--- src/rtl/mod_soft_step_grad_if.sv ---
// Handshake bundle for mod_soft_step_grad: forward mask push, gradient pop, gated output.
// Latency: none (wires only). Backpressure: fwdReady/gradReady/outReady carried as plain signals.
// ADDR_W sizes the occupancy count (ADDR_W+1 bits, 0..DEPTH).
interface mod_soft_step_grad_if #(
    parameter int ADDR_W = 4
);
    logic              flush;
    logic              fwdValid;
    logic [15:0]       fwdVal;
    logic              fwdReady;
    logic              gradValid;
    logic [15:0]       gradVal;
    logic              gradReady;
    logic              outValid;
    logic [15:0]       outVal;
    logic              outReady;
    logic [ADDR_W:0]   count;

    modport slave (
        input  flush,
        input  fwdValid,
        input  fwdVal,
        output fwdReady,
        input  gradValid,
        input  gradVal,
        output gradReady,
        output outValid,
        output outVal,
        input  outReady,
        output count
    );

    modport master (
        output flush,
        output fwdValid,
        output fwdVal,
        input  fwdReady,
        output gradValid,
        output gradVal,
        input  gradReady,
        input  outValid,
        input  outVal,
        output outReady,
        input  count
    );
endinterface

--- src/rtl/mod_soft_step_grad.sv ---
// Soft-step backward gate: FIFO of linear/saturated flags from the forward pass gates FP16 gradients.
// Latency 1 cycle gradient accept -> outValid; gradReady drops when FIFO empty or output held.
// Optional SOFTSTEP_GRAD_LEAK_EN: saturated gradients scaled by 2^-4 instead of zeroed.
module mod_soft_step_grad #(
    parameter int DEPTH  = 16,
    parameter int ADDR_W = 4
) (
    input  logic                  clk,
    input  logic                  rst_n,
    mod_soft_step_grad_if.slave   io_bus
);

    localparam logic [ADDR_W:0]   LP_FULL    = DEPTH[ADDR_W:0];
    localparam logic [ADDR_W:0]   LP_CNT_ONE = {{ADDR_W{1'b0}}, 1'b1};
    localparam logic [ADDR_W-1:0] LP_PTR_ONE = {{(ADDR_W-1){1'b0}}, 1'b1};

    logic [DEPTH-1:0]   r_mask;
    logic [ADDR_W-1:0]  r_wr_ptr;
    logic [ADDR_W-1:0]  r_rd_ptr;
    logic [ADDR_W:0]    r_count;
    logic               r_out_vld;
    logic [15:0]        r_out_dat;

    logic               w_fwd_rdy;
    logic               w_grad_rdy;
    logic               w_push;
    logic               w_pop;
    logic               w_fwd_linear;
    logic               w_rd_linear;
    logic [15:0]        w_gated;

    // Exponent below the bias means |x| < 1.0; inf/NaN (exp 31) falls out as saturated.
    function automatic logic [15:0] f_gate(input logic linear, input logic [15:0] g);
        logic [4:0] e;
        e      = g[14:10];
        f_gate = {g[15], 15'h0000};
        if (linear) begin
            f_gate = g;
        end
`ifdef SOFTSTEP_GRAD_LEAK_EN
        else if (e == 5'd31) begin
            f_gate = g;
        end else if (e > 5'd4) begin
            f_gate = {g[15], e - 5'd4, g[9:0]};
        end
`endif
    endfunction

    assign w_fwd_rdy    = (r_count != LP_FULL);
    assign w_grad_rdy   = (r_count != '0) && (!r_out_vld || io_bus.outReady);
    assign w_push       = io_bus.fwdValid  && w_fwd_rdy  && !io_bus.flush;
    assign w_pop        = io_bus.gradValid && w_grad_rdy && !io_bus.flush;
    assign w_fwd_linear = (io_bus.fwdVal[14:10] < 5'b01111);
    assign w_rd_linear  = r_mask[r_rd_ptr];
    assign w_gated      = f_gate(w_rd_linear, io_bus.gradVal);

    always_ff @(posedge clk) begin
        if (!rst_n) begin
            r_wr_ptr <= '0;
            r_rd_ptr <= '0;
            r_count  <= '0;
        end else if (io_bus.flush) begin
            r_wr_ptr <= '0;
            r_rd_ptr <= '0;
            r_count  <= '0;
        end else begin
            if (w_push) begin
                r_wr_ptr <= r_wr_ptr + LP_PTR_ONE;
            end
            if (w_pop) begin
                r_rd_ptr <= r_rd_ptr + LP_PTR_ONE;
            end
            case ({w_push, w_pop})
                2'b10:   r_count <= r_count + LP_CNT_ONE;
                2'b01:   r_count <= r_count - LP_CNT_ONE;
                default: r_count <= r_count;
            endcase
        end
    end

    // Flag storage needs no reset: occupancy alone decides what is readable.
    always_ff @(posedge clk) begin
        if (w_push) begin
            r_mask[r_wr_ptr] <= w_fwd_linear;
        end
    end

    always_ff @(posedge clk) begin
        if (!rst_n) begin
            r_out_vld <= 1'b0;
            r_out_dat <= 16'h0000;
        end else if (w_pop) begin
            r_out_vld <= 1'b1;
            r_out_dat <= w_gated;
        end else if (r_out_vld && io_bus.outReady) begin
            r_out_vld <= 1'b0;
        end
    end

    assign io_bus.fwdReady  = w_fwd_rdy;
    assign io_bus.gradReady = w_grad_rdy;
    assign io_bus.outValid  = r_out_vld;
    assign io_bus.outVal    = r_out_dat;
    assign io_bus.count     = r_count;

endmodule

--- src/flat_wrapper.sv ---
// flat-port wrapper written by rule: the top's interface ports become plain ports
module mod_soft_step_grad_flat 
#(
    parameter int DEPTH  = 16,
    parameter int ADDR_W = 4
)
  (clk, rst_n, io_bus_flush, io_bus_fwdValid, io_bus_fwdVal, io_bus_fwdReady, io_bus_gradValid, io_bus_gradVal, io_bus_gradReady, io_bus_outValid, io_bus_outVal, io_bus_outReady, io_bus_count);
  mod_soft_step_grad_if #(.ADDR_W(ADDR_W)) io_bus_i ();
  input  logic clk;
  input  logic rst_n;
  input wire logic [$bits(io_bus_i.flush)-1:0] io_bus_flush;
  input wire logic [$bits(io_bus_i.fwdValid)-1:0] io_bus_fwdValid;
  input wire logic [$bits(io_bus_i.fwdVal)-1:0] io_bus_fwdVal;
  output wire logic [$bits(io_bus_i.fwdReady)-1:0] io_bus_fwdReady;
  input wire logic [$bits(io_bus_i.gradValid)-1:0] io_bus_gradValid;
  input wire logic [$bits(io_bus_i.gradVal)-1:0] io_bus_gradVal;
  output wire logic [$bits(io_bus_i.gradReady)-1:0] io_bus_gradReady;
  output wire logic [$bits(io_bus_i.outValid)-1:0] io_bus_outValid;
  output wire logic [$bits(io_bus_i.outVal)-1:0] io_bus_outVal;
  input wire logic [$bits(io_bus_i.outReady)-1:0] io_bus_outReady;
  output wire logic [$bits(io_bus_i.count)-1:0] io_bus_count;
  assign io_bus_i.flush = io_bus_flush;
  assign io_bus_i.fwdValid = io_bus_fwdValid;
  assign io_bus_i.fwdVal = io_bus_fwdVal;
  assign io_bus_fwdReady = io_bus_i.fwdReady;
  assign io_bus_i.gradValid = io_bus_gradValid;
  assign io_bus_i.gradVal = io_bus_gradVal;
  assign io_bus_gradReady = io_bus_i.gradReady;
  assign io_bus_outValid = io_bus_i.outValid;
  assign io_bus_outVal = io_bus_i.outVal;
  assign io_bus_i.outReady = io_bus_outReady;
  assign io_bus_count = io_bus_i.count;
  mod_soft_step_grad #(.DEPTH(DEPTH), .ADDR_W(ADDR_W)) u_core (.clk(clk), .rst_n(rst_n), .io_bus(io_bus_i));
endmodule
--- config.mk ---
export PLATFORM = sky130hd
export DESIGN_NAME = mod_soft_step_grad_flat
export DESIGN_NICKNAME = d
export VERILOG_FILES = /design/src/rtl/mod_soft_step_grad_if.sv /design/src/rtl/mod_soft_step_grad.sv /design/src/flat_wrapper.sv
export SDC_FILE = /design/constraint.sdc
export NUM_CORES = 1
export LEC_CHECK = 0
export CAP_MARGIN = 25
export CELL_PAD_IN_SITES_DETAIL_PLACEMENT = 0
export CELL_PAD_IN_SITES_GLOBAL_PLACEMENT = 1
export CORE_MARGIN = 4
export CORE_UTILIZATION = 40
export CTS_BUF_LIST = sky130_fd_sc_hd__clkbuf_4 sky130_fd_sc_hd__clkbuf_8
export DETAILED_ROUTE_END_ITERATION = 7
export GPL_ROUTABILITY_DRIVEN = 1
export PLACE_DENSITY_LB_ADDON = 0.1
export SYNTH_ARGS = -nofsm -noshare
export SYNTH_HDL_FRONTEND = slang
export SYNTH_SLANG_ARGS = --single-unit
--- constraint.sdc ---
create_clock -name clk -period 7.85 [get_ports clk]
set_input_delay 1.1775 -clock clk [delete_from_list [all_inputs] [get_ports clk]]
set_output_delay 1.1775 -clock clk [all_outputs]
set_load 0.01 [all_outputs]
Yosys cells after proc, flatten, opt, wreduce, memory -nomap -nowiden
Index checks and enable logic that the tools add are counted.
- $add $sub $neg: 4
- $lt $le $gt $ge: 4
- equal/unequal tests: 3
- muxes and demuxes: 9
- bitwise logic cells: 1
- reduce and logical (&&, ||, !) cells: 14
- operators with widths (operator ; count):
    $bwmux 16 ; 1
    $mux 15 ; 1
    $lt 4x5->1 const B ; 2
    $pmux 5 s2 ; 1
    $add 4x1->4 const B ; 2
    $logic_and 1x1->1 ; 7
    $add 5x1->5 const B ; 1
    $lt 5x4->1 const B ; 1
    $ne 5x5->1 const B ; 1
    $reduce_bool 5->1 ; 1
    $sub 5x1->5 const B ; 1
    $bmux 1 s4 ; 1
    $demux 1 s4 ; 1
    $ge 4x1->1 const B ; 1
    $mux 1 ; 4
    $reduce_bool 2->1 ; 2
    $eq 2x1->1 const B ; 1
    $eq 2x2->1 const B ; 1
    $logic_not 1->1 ; 2
    $reduce_or 2->1 ; 1
    $logic_or 1x1->1 ; 1
    $not 1->1 ; 1
- bits in registers: 46
- bits of input ports: 38
- output and inout port bits: 24
- word-level logic and storage cells: 41

Logic depth before layout (Yosys ltp)
Gate-level depths: netlist of the first run.
- depth after elaboration: 7
- gate-level depth with buffers: 11
- mapped depth without buffers: 11

Least setup slack after synthesis of the first run
No wires, ideal clock.
- path kind: input port to flip-flop
- start: in io_bus_outReady
- end: reg u_core.r_count[4] (netlist: u_core.io_bus.count[4])
- arrival: 3.577 ns
- data required time: 7.780 ns
- slack: 4.203 ns
- cell stages on the path: 11
- buffers on the path: 1
- cell sequence: nor2b_1 a2111oi_4 buf_2 ha_1 inv_1 fa_1 nor2b_1 o21ai_0 and3_1 or4_1 a21oi_1
- word-level cells in the longest chain between the ends: 6
- ends and longest elaborated chain (what ; line ; RTL):
    start: declaration ; flat_wrapper.sv:20 ; input wire logic [$bits(io_bus_i.outReady)-1:0] io_bus_outReady;
    $logic_or 1x1->1 (*) ; mod_soft_step_grad.sv:50 ; assign w_grad_rdy = (r_count != '0) && (!r_out_vld || io_bus.outReady);
    $logic_and 1x1->1 (*) ; mod_soft_step_grad.sv:50 ;
    $logic_and 1x1->1 (*) (2 in a row) ; mod_soft_step_grad.sv:52 ; assign w_pop = io_bus.gradValid && w_grad_rdy && !io_bus.flush;
    named net u_core.w_pop ; mod_soft_step_grad.sv:27 ; logic w_pop;
    $eq 2x1->1 / $eq 2x2->1 (equally long branches) ; mod_soft_step_grad.sv:73 ; case ({w_push, w_pop})
    $pmux 5 s2 / $reduce_bool 2->1 (equally long branches) ; n/a ;
    end signal: assignment ; mod_soft_step_grad.sv:74 ; 2'b10: r_count <= r_count + LP_CNT_ONE;
    end signal: assignment ; mod_soft_step_grad.sv:75 ; 2'b01: r_count <= r_count - LP_CNT_ONE;
    end signal: assignment ; mod_soft_step_grad.sv:76 ; default: r_count <= r_count;
    end: declaration ; mod_soft_step_grad.sv:20 ; logic [ADDR_W:0] r_count;
The timed path passes the listed nets; every way through them passes the cells marked *.
A chain may end at the register's enable or synchronous reset.

Final worst setup path of the first run
- start: in io_bus_outReady
- end: out io_bus_gradReady
- word-level cells in the longest chain between the ends: 2
- ends and longest elaborated chain (what ; line ; RTL):
    $logic_or 1x1->1 ; mod_soft_step_grad.sv:50 ;
    $logic_and 1x1->1 ; mod_soft_step_grad.sv:50 ;
    end: declaration ; flat_wrapper.sv:17 ; output wire logic [$bits(io_bus_i.gradReady)-1:0] io_bus_gradReady;
No other way between the ends.

==> results of run 1 <==
## where the power goes
group / total [W] / internal [W] / switching (W)
logic: 0.0000363 / 0.0000197 / 0.0000166
registers: 0.000250 / 0.000248 / 0.00000178
clock network: 0.000138 / 0.0000647 / 0.0000732
total: 0.000424 / 0.000332 / 0.0000916
## state kept, by name, summed over array words and instances, names as in the netlist
signal                  cells
u_core.r_mask              16
u_core.r_rd_ptr             4
u_core.r_wr_ptr             4
u_core.io_bus.outVal       16
u_core.io_bus.outValid      1
u_core.io_bus.count         5
## critical path, delay by kind of cell
kind / cells / cell delay, ns
buffers and inverters: 2 / 1.06
AND/OR/NAND/NOR: 1 / 0.08
AO/OA/AOI/OAI: 1 / 0.23
## through the flow
| stage | hold WS (ns) | utilization (%) |
|---|---|---|
| after floorplan | 0.473 | - |
| after global placement | 0.435 | 51.8 |
| after detailed placement | 0.440 | 51.8 |
| after CTS | 0.451 | 53.4 |
| after global routing | 0.474 | 53.6 |
| final | 0.448 | 53.6 |
## path summary, 6_finish.rpt
path                                  from                        to  slack, ns  cells after the start
setup / recovery           io_bus_outReady          io_bus_gradReady       4.13                      4
hold / removal    u_core.io_bus.outVal[12]  u_core.io_bus.outVal[12]       0.45                      2
setup reg to reg    u_core.io_bus.count[0]    u_core.io_bus.count[4]       4.85                     11
hold reg to reg   u_core.io_bus.outVal[12]  u_core.io_bus.outVal[12]       0.45                      2
## cell usage after synthesis, drive strengths merged (2+ instances only)
| library cell | number |
|---|---|
| xor2 | 6 |
| mux2i | 5 |
| nand4 | 17 |
| nor2b | 4 |
| nand2 | 24 |
| o21ai | 16 |
| edfxtp | 16 |
| nor2 | 25 |
| dfxtp | 30 |
| inv | 10 |
| ha | 9 |
| buf | 8 |
| xnor2 | 2 |
| nand2b | 3 |
| mux4 | 4 |
| clkbuf | 5 |
| a21oi | 9 |
| nor3 | 5 |
## routing by layer
metal	part of all wire (%)	wire length, um	vias to the layer above
met4	1.5	63	0
li1	-	-	826
met2	45	1940	27
met5	0	0	-
met1	49	2120	717
met3	4.5	192	6
## logic make-up (layout without fill, tap and decap cells)
kind of cell	after synthesis	after routing
flops	46	46
buf+inv	23	71
mux	9	9
simple gates	82	82
compound gates	31	31
fa+ha+maj	10	10
xor+xnor	8	8
## area by class of cell
class	count	area share, %
flip-flops and latches	46	39.0
inverters	10	1.35
clock inverters	2	0.316
clock buffers	6	2.75
multi-input cells	140	34.5
repair buffers	53	18.9
well taps	70	3.16
==> results.sh, run 1 <==
export IMPL_post_cts_repair_setup_buffers=0
export IMPL_hold_violations=0
export IMPL_dp_hpwl_mm=3.12
export IMPL_crit_path_max_fanout=3
export IMPL_ys_seq_area_share_pct=50.2
export IMPL_synth_area_sq_um=2150
export IMPL_rows=26
export IMPL_path_cells="clkdlybuf4s50_1 -> nor2b_1 -> a21oi_1 -> clkdlybuf4s50_1"
export IMPL_dr_pass1_iters=4
export IMPL_worstSetupEndpointType="output pin"
export IMPL_dp_worst_setup_slack_ns=3.87
export IMPL_synth_edf_count=16
export IMPL_die_h_um=81.4
export IMPL_finalClockSkew_ns=0.00445
export IMPL_yosysTopAreaCell="dfxtp_1"
export IMPL_wl_per_cell_um=13.2
export IMPL_met1_usage_pct=20.1
export IMPL_coreArea_sq_um=5170
export IMPL_place_inst=318
export IMPL_cts_root_buf="clkbuf_8"
export IMPL_grtUsageMet3_pct=3.99
export IMPL_synth_xor_area_share_pct=3.25
export IMPL_multi_input_area_sq_um=957
export IMPL_routed_wl_mm=4.31
export IMPL_cts_buffers=5
export IMPL_slowest_stage="clkdlybuf4s50_1"
export IMPL_placed_area_sq_um=2680
export IMPL_synth_top_area_share_pct=27.9
export IMPL_fin_area_sq_um=2770
export IMPL_hold_path_class="flip-flop to flip-flop"
export IMPL_max_slew_margin_rel_pct=45.2
export IMPL_synthToLayoutAreaGrowth_pct=28.6
export IMPL_startpoint_type="input pin"
export IMPL_start_util_pct=41.7
export IMPL_clock_latency_ns=0.29
export IMPL_synthSimpleGateAreaFrac_pct=18.5
export IMPL_yosysWarnings=0
export IMPL_n_fill_cell=478
export IMPL_synthTopCellsByArea="dfxtp_1, edfxtp_1, ha_1, nand4_1, mux4_1"
export IMPL_antenna_left=0
export IMPL_crit_path_frequent_cell="clkdlybuf4s50_1"
export IMPL_min_period_ns=3.72
export IMPL_grt_pass1_vias=1535
export IMPL_top_usage_layer="met2"
export IMPL_slew_violations=0
export IMPL_cts_hold_buf=0
export IMPL_power_density_nw_per_um2=153
export IMPL_vias_per_cell=4.82
export IMPL_arrival_ns=2.55
export IMPL_synth_ff_latch_count=46
export IMPL_maxClockFrequency_mhz=269
export IMPL_clkSlewWorstSetupHoldPaths_ns=0.08
export IMPL_port_buffers=50
export IMPL_synth_fa_ha_area_share_pct=6.16
export IMPL_use_met2_pct=22.5
export IMPL_grt_max_degree=35
export IMPL_routabilityCongestion=0.719
export IMPL_clkSinkCount=46
export IMPL_synth_compound_area_share_pct=9.12
export IMPL_grtUsageTotal_pct=14.7
export IMPL_synth_cells=209
export IMPL_drcViolationCount=0
export IMPL_final_setup_worst_slack_ns=4.13
export IMPL_setup_tns_final_ns=0
export IMPL_synth_area_mux_share_pct=7.38
export IMPL_n_antenna_cell=0
export IMPL_final_cells=327
export IMPL_grt_pass1_wl_mm=7.43
export IMPL_top_level_ports=62
export IMPL_power_leakage_nw=0.942
export IMPL_timing_final_crit_share_pct=47.4
export IMPL_layout_commonest_cell="clkdlybuf4s50_1"
export IMPL_crit_type="input pin to output pin"
export IMPL_cts_resized=0
export IMPL_die_w_um=81.4
export IMPL_cts_htree_levels=2
export IMPL_p_total_w=0.000424
export IMPL_drive_above_1_share_pct=5.45
export IMPL_setup_viol=0
export IMPL_nets=304
export IMPL_grt_setup_unrepaired="false"
export IMPL_synth_top_family_by_area="simple AND/OR/NAND/NOR gates"
export IMPL_final_cell_mix="clkdlybuf4s50_1, dfxtp_1, nor2_1, nand2_1, nand4_1"
export IMPL_cts_buffer_depth=2
export IMPL_tightest_slew_ns=0.806
export IMPL_maxCapViolations=0
export IMPL_yosysUniqueCellTypes=33
export IMPL_num_vias=1576
export IMPL_ys_flop_type="dfxtp_1"
export IMPL_critPathMaxStageDelay_ns=0.61
export IMPL_syn_nets=257
export IMPL_status="finished clean"
export IMPL_drt_iter0_markers=70
export IMPL_antenna_found_initial=0
export IMPL_critical_path_required_ns=6.67
export IMPL_avgSynthCellArea_sq_um=10.3
export IMPL_die_area_sq_um=6620
export IMPL_register_area_sq_um=1080
export IMPL_grt_overflow=0
export IMPL_cts_tree="yes"
export IMPL_ir_drop_v=0.0000738
export IMPL_async_flop_share_pct=0
Note: power is estimated with default switching activity, not from simulation.
==> inputs of run 2 (changes only) <==
--- a/config.mk
+++ b/config.mk
@@ -9,7 +9,7 @@
 export CELL_PAD_IN_SITES_DETAIL_PLACEMENT = 0
 export CELL_PAD_IN_SITES_GLOBAL_PLACEMENT = 1
 export CORE_MARGIN = 4
-export CORE_UTILIZATION = 40
+export CORE_UTILIZATION = 37
 export CTS_BUF_LIST = sky130_fd_sc_hd__clkbuf_4 sky130_fd_sc_hd__clkbuf_8
 export DETAILED_ROUTE_END_ITERATION = 7
 export GPL_ROUTABILITY_DRIVEN = 1
==> constraint.sdc (replaced) <==
create_clock -name clk -period 3.9 [get_ports clk]
set_input_delay 0.585 -clock clk [delete_from_list [all_inputs] [get_ports clk]]
set_output_delay 0.585 -clock clk [all_outputs]
set_load 0.01 [all_outputs]
==> run 2 against run 1 <==
  * Clock skew is 0.0050 ns higher
  * Count of clock-buffer cells in the layout is 1 lower
  * Worst hold slack better by 0.0020 ns
  * Sequential power is 100% higher
  * Worst setup slack worse by 3.3 ns
  * Register-to-register slack worse by 3.9 ns
  * Total power is 130% higher
  * Via count is 0.25% higher
  * Critical path depth is 7 higher
  * Largest power group unchanged
==> results.sh, run 2 (synthesized netlist as in run 1, its figures left out) <==
export IMPL_p_int_w=0.000792
export IMPL_die_h_um=84.3
export IMPL_nets=304
export IMPL_fin_area_sq_um=2820
export IMPL_power_density_nw_per_um2=350
export IMPL_startpoint_type="input pin"
export IMPL_drive_above_1_share_pct=5.45
export IMPL_path_buf_inv=2
export IMPL_critPathMaxStageDelay_ns=0.46
export IMPL_setup_tns_final_ns=0
export IMPL_path_cells="clkdlybuf4s50_1 -> nor2b_1 -> a2111oi_4 -> ha_1 -> inv_1 -> fa_1 -> nor2b_1 -> o21ai_0 -> and3_1 -> or4_1 -> a21oi_1"
export IMPL_start_util_pct=38.7
export IMPL_seq_power_share_pct=50.9
export IMPL_grt_max_degree=35
export IMPL_die_w_um=84.3
export IMPL_grtUsageTotal_pct=13.1
export IMPL_crit_path_frequent_cell="nor2b_1"
export IMPL_dp_worst_setup_slack_ns=0.505
export IMPL_drcViolationCount=0
export IMPL_hold_violations=0
export IMPL_setup_viol=0
export IMPL_final_cell_mix="clkdlybuf4s50_1, dfxtp_1, nor2_1, nand2_1, nand4_1"
export IMPL_crit_type="input pin to flip-flop"
export IMPL_post_cts_repair_setup_buffers=0
export IMPL_dp_hpwl_mm=3.06
export IMPL_synthToLayoutAreaGrowth_pct=31.0
export IMPL_antenna_found_initial=0
export IMPL_rows=27
export IMPL_clock_latency_ns=0.30
export IMPL_maxCapViolations=0
export IMPL_num_vias=1580
export IMPL_cts_tree="yes"
export IMPL_cts_htree_levels=2
export IMPL_cts_root_buf="clkbuf_8"
export IMPL_cts_buffers=5
export IMPL_crit_path_max_fanout=4
export IMPL_grt_pass1_vias=1600
export IMPL_slowest_stage="clkdlybuf4s50_1"
export IMPL_max_slew_margin_rel_pct=43.9
export IMPL_timing_final_crit_share_pct=78.8
export IMPL_tightest_slew_ns=0.825
export IMPL_hold_path_class="flip-flop to flip-flop"
export IMPL_clkPwrFrac_pct=41.7
export IMPL_combPwrFrac_pct=7.5
export IMPL_grt_pass1_wl_mm=7.55
export IMPL_final_setup_worst_slack_ns=0.828
export IMPL_status="finished clean"
export IMPL_n_antenna_cell=0
export IMPL_placed_area_sq_um=2680
export IMPL_grt_overflow=0
export IMPL_min_period_ns=3.07
export IMPL_drt_iter0_markers=57
export IMPL_coreArea_sq_um=5570
export IMPL_crit_family="simple AND/OR/NAND/NOR gates"
export IMPL_finalClockSkew_ns=0.00943
export IMPL_cts_resized=0
export IMPL_dr_pass1_iters=4
export IMPL_slew_violations=0
export IMPL_final_cells=329
export IMPL_critical_path_required_ns=4.12
export IMPL_clkSinkCount=46
export IMPL_cts_buffer_depth=2
export IMPL_port_buffers=50
export IMPL_routabilityCongestion=0.701
export IMPL_antenna_left=0
export IMPL_grt_setup_unrepaired="false"
export IMPL_switchingPower_w=0.000196
export IMPL_maxClockFrequency_mhz=326
export IMPL_place_inst=320
export IMPL_vias_per_cell=4.80
export IMPL_wl_per_cell_um=13.2
export IMPL_routed_wl_mm=4.35
export IMPL_p_total_w=0.000988
export IMPL_cts_hold_buf=0
export IMPL_layout_commonest_cell="clkdlybuf4s50_1"
export IMPL_die_area_sq_um=7110
export IMPL_swShare_pct=19.8
export IMPL_clkSlewWorstSetupHoldPaths_ns=0.08
export IMPL_power_leakage_nw=0.962
export IMPL_ir_drop_v=0.000195
export IMPL_worstSetupEndpointType="flip-flop"
export IMPL_arrival_ns=3.29
export IMPL_top_level_ports=62
## run 2: cell types whose count changed in the layout (fill, tap and decap cells not counted)
| cell | before | now |
|---|---|---|
| bufinv_16 | 0 | 2 |
| clkbuf_4 | 1 | 0 |
| clkinv_2 | 1 | 0 |
## run 2: worst paths after layout
| path | slack [ns] | start | end | cells after the start |
|---|---|---|---|---|
| setup / recovery | 0.83 | io_bus_outReady | u_core.io_bus.count[4] | 11 |
| setup reg to reg | 0.93 | u_core.io_bus.count[0] | u_core.io_bus.count[4] | 11 |
| hold / removal | 0.45 | u_core.io_bus.outVal[12] | u_core.io_bus.outVal[12] | 2 |
| hold reg to reg | 0.45 | u_core.io_bus.outVal[12] | u_core.io_bus.outVal[12] | 2 |
## run 2: worst register-to-register path: stages (launching register included)
cell	delay, ns
dfxtp_1	0.38
nor4_4	0.49
a211oi_2	0.20
inv_1	0.09
ha_1	0.24
inv_1	0.10
fa_1	0.38
nor2b_1	0.16
o21ai_0	0.11
and3_1	0.20
or4_1	0.39
a21oi_1	0.15
## run 2: final cells by class
class	count	area, sq um
Clock buffer	5	68.8
Clock inverter	3	63.8
Fill cell	539	2750
Inverter	10	37.5
Multi-Input combinational cell	140	957
Sequential cell	46	1080
Tap cell	72	90.1
Timing Repair Buffer	53	523
## run 2: metrics by stage
step	utilization, %	hold WS (ns)
after floorplan	-	0.473
after global placement	48.1	0.436
after detailed placement	48.1	0.444
after CTS	50.5	0.456
after global routing	50.6	0.469
final	50.6	0.450
## run 2: power groups by stage
stage / Clock, W / Sequential (W) / Combinational (W)
2_1_floorplan: 0 / 0.000514 / 0.0000340
3_3_place_gp: 0 / 0.000514 / 0.0000733
3_5_place_dp: 0 / 0.000514 / 0.0000730
4_1_cts: 0.000426 / 0.000503 / 0.0000736
5_1_grt: 0.000446 / 0.000503 / 0.0000810
6_report: 0.000412 / 0.000503 / 0.0000738
## run 2: routing by layer
layer,routed length [um],share of wire [%],GRT usage [%],up-vias
li1,-,-,-,827
met1,2100,48,16.6,713
met2,1980,45,21.1,32
met3,214,4.9,4.02,8
met4,61,1.4,4.39,0
met5,0,0,0,-
==> inputs of run 3 (changes only) <==
--- a/config.mk
+++ b/config.mk
@@ -9,7 +9,7 @@
 export CELL_PAD_IN_SITES_DETAIL_PLACEMENT = 0
 export CELL_PAD_IN_SITES_GLOBAL_PLACEMENT = 1
 export CORE_MARGIN = 4
-export CORE_UTILIZATION = 37
+export CORE_UTILIZATION = 34
 export CTS_BUF_LIST = sky130_fd_sc_hd__clkbuf_4 sky130_fd_sc_hd__clkbuf_8
 export DETAILED_ROUTE_END_ITERATION = 7
 export GPL_ROUTABILITY_DRIVEN = 1
==> constraint.sdc (replaced) <==
create_clock -name clk -period 2.74 [get_ports clk]
set_input_delay 0.411 -clock clk [delete_from_list [all_inputs] [get_ports clk]]
set_output_delay 0.411 -clock clk [all_outputs]
set_load 0.01 [all_outputs]
==> run 3 against run 2 <==
  * Count of clock-buffer cells in the layout stayed put
  * First-iteration DRC count is 1.8% lower
  * Combinational power is 61% higher
  * Core utilization is 0.80 points lower
  * Sequential share of layout area is 1.8 points lower
  * Total power is 34% higher
  * Non-clock buffer count is 18 higher
  * Routed wire length is 1.4% lower
  * Largest cell class unchanged
==> results.sh, run 3 (synthesized netlist as in run 1, its figures left out) <==
export IMPL_maxCapViolations=0
export IMPL_status="finished clean"
export IMPL_place_inst=338
export IMPL_clkPwrFrac_pct=37.1
export IMPL_tightest_slew_ns=0.792
export IMPL_slew_violations=0
export IMPL_seq_power_share_pct=53.9
export IMPL_hold_path_class="flip-flop to flip-flop"
export IMPL_fin_area_sq_um=3000
export IMPL_grt_max_degree=35
export IMPL_die_h_um=87.6
export IMPL_cts_buffer_depth=2
export IMPL_startpoint="io_bus_gradValid"
export IMPL_wl_per_cell_um=12.3
export IMPL_nets=322
export IMPL_top_usage_layer="met2"
export IMPL_n_antenna_cell=0
export IMPL_final_cell_mix="clkdlybuf4s50_1, nor2_1, dfxtp_1, nand2_1, buf_4"
export IMPL_top_level_ports=62
export IMPL_power_leakage_nw=1.06
export IMPL_die_w_um=87.6
export IMPL_arrival_ns=2.89
export IMPL_worstHoldStart="u_core.io_bus.outVal[13]"
export IMPL_grt_pass1_wl_mm=7.51
export IMPL_clkSinkCount=46
export IMPL_antenna_found_initial=0
export IMPL_routabilityCongestion=0.728
export IMPL_worstSetupEndpointType="flip-flop"
export IMPL_placed_area_sq_um=2830
export IMPL_cts_root_buf="clkbuf_8"
export IMPL_timing_final_crit_share_pct=97.7
export IMPL_power_density_nw_per_um2=440
export IMPL_met1_usage_pct=15.1
export IMPL_grtUsageTotal_pct=12.2
export IMPL_n_fill_cell=574
export IMPL_layout_commonest_cell="clkdlybuf4s50_1"
export IMPL_slowest_stage="or4_4"
export IMPL_swShare_pct=21.1
export IMPL_critPathMaxStageDelay_ns=0.48
export IMPL_synthToLayoutAreaGrowth_pct=39.3
export IMPL_cts_tree="yes"
export IMPL_ir_drop_v=0.000297
export IMPL_whs_endpoint="u_core.io_bus.outVal[13]"
export IMPL_coreArea_sq_um=6030
export IMPL_clock_latency_ns=0.29
export IMPL_port_buffers=50
export IMPL_routed_wl_mm=4.29
export IMPL_cts_buffers=5
export IMPL_grt_overflow=0
export IMPL_r2r_slack_ns=0.13
export IMPL_critical_path_required_ns=2.96
export IMPL_path_cells="clkdlybuf4s50_1 -> inv_1 -> a2111oi_4 -> ha_4 -> inv_2 -> fa_2 -> nor2b_4 -> o21ai_2 -> and3_1 -> or4_4 -> a21oi_2"
export IMPL_reg2reg_from="u_core.io_bus.count[2]"
export IMPL_max_slew_margin_rel_pct=46.1
export IMPL_cts_hold_buf=0
export IMPL_cts_htree_levels=2
export IMPL_final_cells=350
export IMPL_finalClockSkew_ns=0.00452
export IMPL_rr_endpoint="u_core.io_bus.count[4]"
export IMPL_min_period_ns=2.68
export IMPL_antenna_left=0
export IMPL_grt_pass1_vias=1666
export IMPL_drt_iter0_markers=56
export IMPL_combPwrFrac_pct=9.0
export IMPL_maxClockFrequency_mhz=373
export IMPL_vias_per_cell=4.79
export IMPL_crit_path_max_fanout=2
export IMPL_hold_depth=2
export IMPL_start_util_pct=35.8
export IMPL_die_area_sq_um=7670
export IMPL_startpoint_type="input pin"
export IMPL_switchingPower_w=0.000279
export IMPL_clkSlewWorstSetupHoldPaths_ns=0.08
export IMPL_drive_above_1_share_pct=17.5
export IMPL_grtUsageMet3_pct=3.57
export IMPL_drcViolationCount=0
export IMPL_dp_hpwl_mm=3.16
export IMPL_p_int_w=0.00104
export IMPL_dr_pass1_iters=4
export IMPL_rows=28
export IMPL_hold_violations=0
export IMPL_crit_type="input pin to flip-flop"
export IMPL_use_met2_pct=20.3
export IMPL_setup_viol=0
export IMPL_num_vias=1677
export IMPL_reg2reg_depth=12
[run 3: cell types whose count changed in the layout (fill, tap and decap cells not counted), sizes merged]
cell / change
clkinv: +1
clkdlybuf4s50: -1
bufinv: -1
buf: +18
dlymetal6s2s: +1
[run 3: cell type report]
type	instances	area, sq um	share of cell area (%)
Inverter	10	37.5	1.25
Timing Repair Buffer	71	661	22.0
Clock inverter	3	40.0	1.33
Multi-Input combinational cell	140	1010	33.5
Tap cell	75	93.8	3.13
Clock buffer	5	68.8	2.29
Sequential cell	46	1090	36.5
[run 3: how the worst max path moves through the flow]
stage / end / slack [ns] / depth (start not counted)
floorplan: u_core.io_bus.count[4] / 0.002 / 11
global placement: u_core.io_bus.count[4] / -0.29 / 11
detailed placement: u_core.io_bus.count[4] / -0.36 / 11
CTS: u_core.io_bus.count[4] / 0.03 / 11
global route: u_core.io_bus.count[4] / -0.01 / 12
finish: u_core.io_bus.count[4] / 0.06 / 11
[run 3: per-layer routing]
metal	vias up	wire length, um
met4	0	50
li1	865	-
met1	767	1900
met3	4	345
met5	-	0
met2	41	2000
[run 3: power groups by stage]
stage          sequential [W]  combinational [W]  clock [W]
6_report             0.000712           0.000119   0.000491
5_1_grt              0.000713           0.000130   0.000540
4_1_cts              0.000714           0.000118   0.000510
3_5_place_dp         0.000730           0.000117          0
3_3_place_gp         0.000730           0.000117          0
2_1_floorplan        0.000731          0.0000496          0
[run 3: critical path: cells and delay by family]
| kind | cells | cell delay [ns] |
|---|---|---|
| buf+inv | 3 | 0.58 |
| simple gates | 3 | 0.80 |
| compound gates | 3 | 0.52 |
| fa+ha+maj | 2 | 0.56 |
[run 3: stage by stage]
step / hold slack [ns] / total power [W] / TNS, ns / worst slack, ns / utilization (%)
floorplan: 0.473 / 0.000781 / 0 / 0.00201 / -
finish: 0.449 / 0.00132 / 0 / 0.0619 / 49.8
global placement: 0.437 / 0.000847 / -0.285 / -0.285 / 46.8
global route: 0.477 / 0.00138 / -0.0112 / -0.0112 / 49.8
CTS: 0.452 / 0.00134 / 0 / 0.0307 / 49.3
detailed placement: 0.440 / 0.000847 / -0.361 / -0.361 / 46.9
[run 3: repair_timing]
item	4_1_cts	5_1_grt
setup buffers	4	0
setup endpoints to repair	1	2
gates resized for setup	1	11
pin swaps	4	4
==> RTL change: new RTL, config.mk and constraints of run 1 <==
Build with the macro `SOFTSTEP_GRAD_LEAK_EN` defined.
--- a/src/rtl/mod_soft_step_grad.sv
+++ b/src/rtl/mod_soft_step_grad.sv
@@ -1,6 +1,8 @@
 // Soft-step backward gate: FIFO of linear/saturated flags from the forward pass gates FP16 gradients.
 // Latency 1 cycle gradient accept -> outValid; gradReady drops when FIFO empty or output held.
 // Optional SOFTSTEP_GRAD_LEAK_EN: saturated gradients scaled by 2^-4 instead of zeroed.
+`define SOFTSTEP_GRAD_LEAK_EN
+
 module mod_soft_step_grad #(
     parameter int DEPTH  = 16,
     parameter int ADDR_W = 4
Formal check against the unedited RTL: not equivalent (Yosys sat finds a counterexample within 4 cycles, from zero or initial values and one cycle with rst_n low).
==> RTL change against run 1 <==
- hold slack improved by 0.035 ns
- setup slack got worse by 0.38 ns
- wire length increased by 7.0%
- utilization decreased by 0.43 points
- first-iteration DRC count decreased by 20%
- area after synthesis increased by 4.6%
- synthesized cell count increased by 7.7%
- non-clock buffer count decreased by 2
- sequential share of layout area decreased by 1.8 points
- power increased by 11%
- sequential cell count unchanged
- design area increased by 5.0%
- critical endpoint is now u_core.io_bus.count[4]
- largest power group unchanged
==> RTL change: results (changes against run 1) <==
Power and ir drop
  – Seq pwr share: 0.531 (-0.058)
  – VDD IR max: 0.101 mV (+37%)
  – P_int: 370 uW (+11%)
  – Leakage power: 0.00103 uW (+9.2%)
  – Logic gate share of total power: 0.089 (+0.003)
  – Pwr dens: 162 nW/um^2 (+6.0%)

GRT
  – First-pass GRT wire length: 7.92 mm (+6.6%)
  – Grt met3 use: 0.0446 (+0.00473)
  – Largest net degree at the start of global routing: 17 (-51%)

Place
  – Placed inst area: 2790 sq um (+4.1%)
  – Dpl hpwl: 3.39 mm (+8.8%)
  – Setup Slack @ Placement: 3.46 ns (-0.416 ns)

Layout
  – Layout Nets: 324 (+6.6%)
  – Final Cell Area: 2910 sq um (+5.0%)
  – Fillcell total: 525 (+9.8%)

Timing
  – Clock skew: 0.00770 ns (+0.00326 ns)
  – Normalized max-slew margin: 0.429 (-0.0233)
  – Final hold slack: 0.483 ns (+0.0346 ns)

Critical path
  – Max incr delay on CP: 0.49 ns (-0.12 ns)
  – Reg2Reg Setup Slack: 4.30 ns (-0.55 ns)

Synthesis
  – Seq/Total Area, Yosys: 0.480 (-0.0220)
  – Top post-synthesis cells by count: 32 x nor2_1, 30 x dfxtp_1, 16 x edfxtp_1, 15 x inv_1, 13 x nand2_1
  – Cells after synthesis: 225 (+7.7%)

Routing
  – Routed WL: 4.62 mm (+7.0%)
  – Via/cell ratio: 5.02 (+4.2%)
  – Vias: 1,737 (+10%)
  – Wire length on met3: 198 um (+3.1%)
  – Iter 0 DRT Violations: 56 (-20%)
  – Met2 WL: 2.18 mm (+12%)

Worst hold path
  – Hold path depth: 1 (-1)

Status
  – Status: complete, no violations
-- RTL change: changes by cell type after synthesis, moves of 4 or more --
cell	change
nor2_1	+7
a22o_1	+12
mux4_1	-4
nand2_1	-11
inv_1	+5
mux2i_1	+5
nand4_1	-14
nand3_1	+8
o21ai_1	-10
-- RTL change: cell families (layout without fill, tap and decap cells) --
kind of cell / Yosys count / count (layout) / synth area share
xor gates and xnor gates: 8 / 8 / 0.0311
AOI/OAI and AO/OA: 39 / 39 / 0.131
buffers and inverters: 25 / 74 / 0.0500
adders and majority gates: 13 / 13 / 0.0755
muxes: 11 / 11 / 0.0550
DFF: 46 / 46 / 0.480
and+or+nand+nor: 83 / 83 / 0.178
-- RTL change: area by class of cell --
type                    instances  area share
inverters                      15      0.0194
clock inverters                 2      0.0129
clock buffers                   6      0.0262
repair buffers                 51       0.175
flip-flops and latches         46       0.372
well taps                      72      0.0310
multi-input cells             154       0.364
-- RTL change: worst register-to-register path, cell delays in order, from the launching register on --
cell	delay, ns
dfxtp_1	0.36
nor4_1	0.76
a2111o_1	0.40
inv_1	0.23
ha_1	0.32
ha_1	0.32
nor2b_1	0.15
o21ai_0	0.21
a21oi_1	0.11
or4_1	0.47
a21oi_1	0.14
-- RTL change: worst max-delay path by stage --
stage                                from                endpoint  slack, ns  depth (start not counted)
after global routing      io_bus_outReady  u_core.io_bus.count[4]       3.53                         12
after CTS                 io_bus_outReady  u_core.io_bus.count[4]       3.74                         12
final                     io_bus_outReady  u_core.io_bus.count[4]       3.75                         12
after global placement    io_bus_outReady  u_core.io_bus.count[4]       3.44                         12
after detailed placement  io_bus_outReady  u_core.io_bus.count[4]       3.46                         12
after floorplan           io_bus_outReady  u_core.io_bus.count[4]       4.25                         12
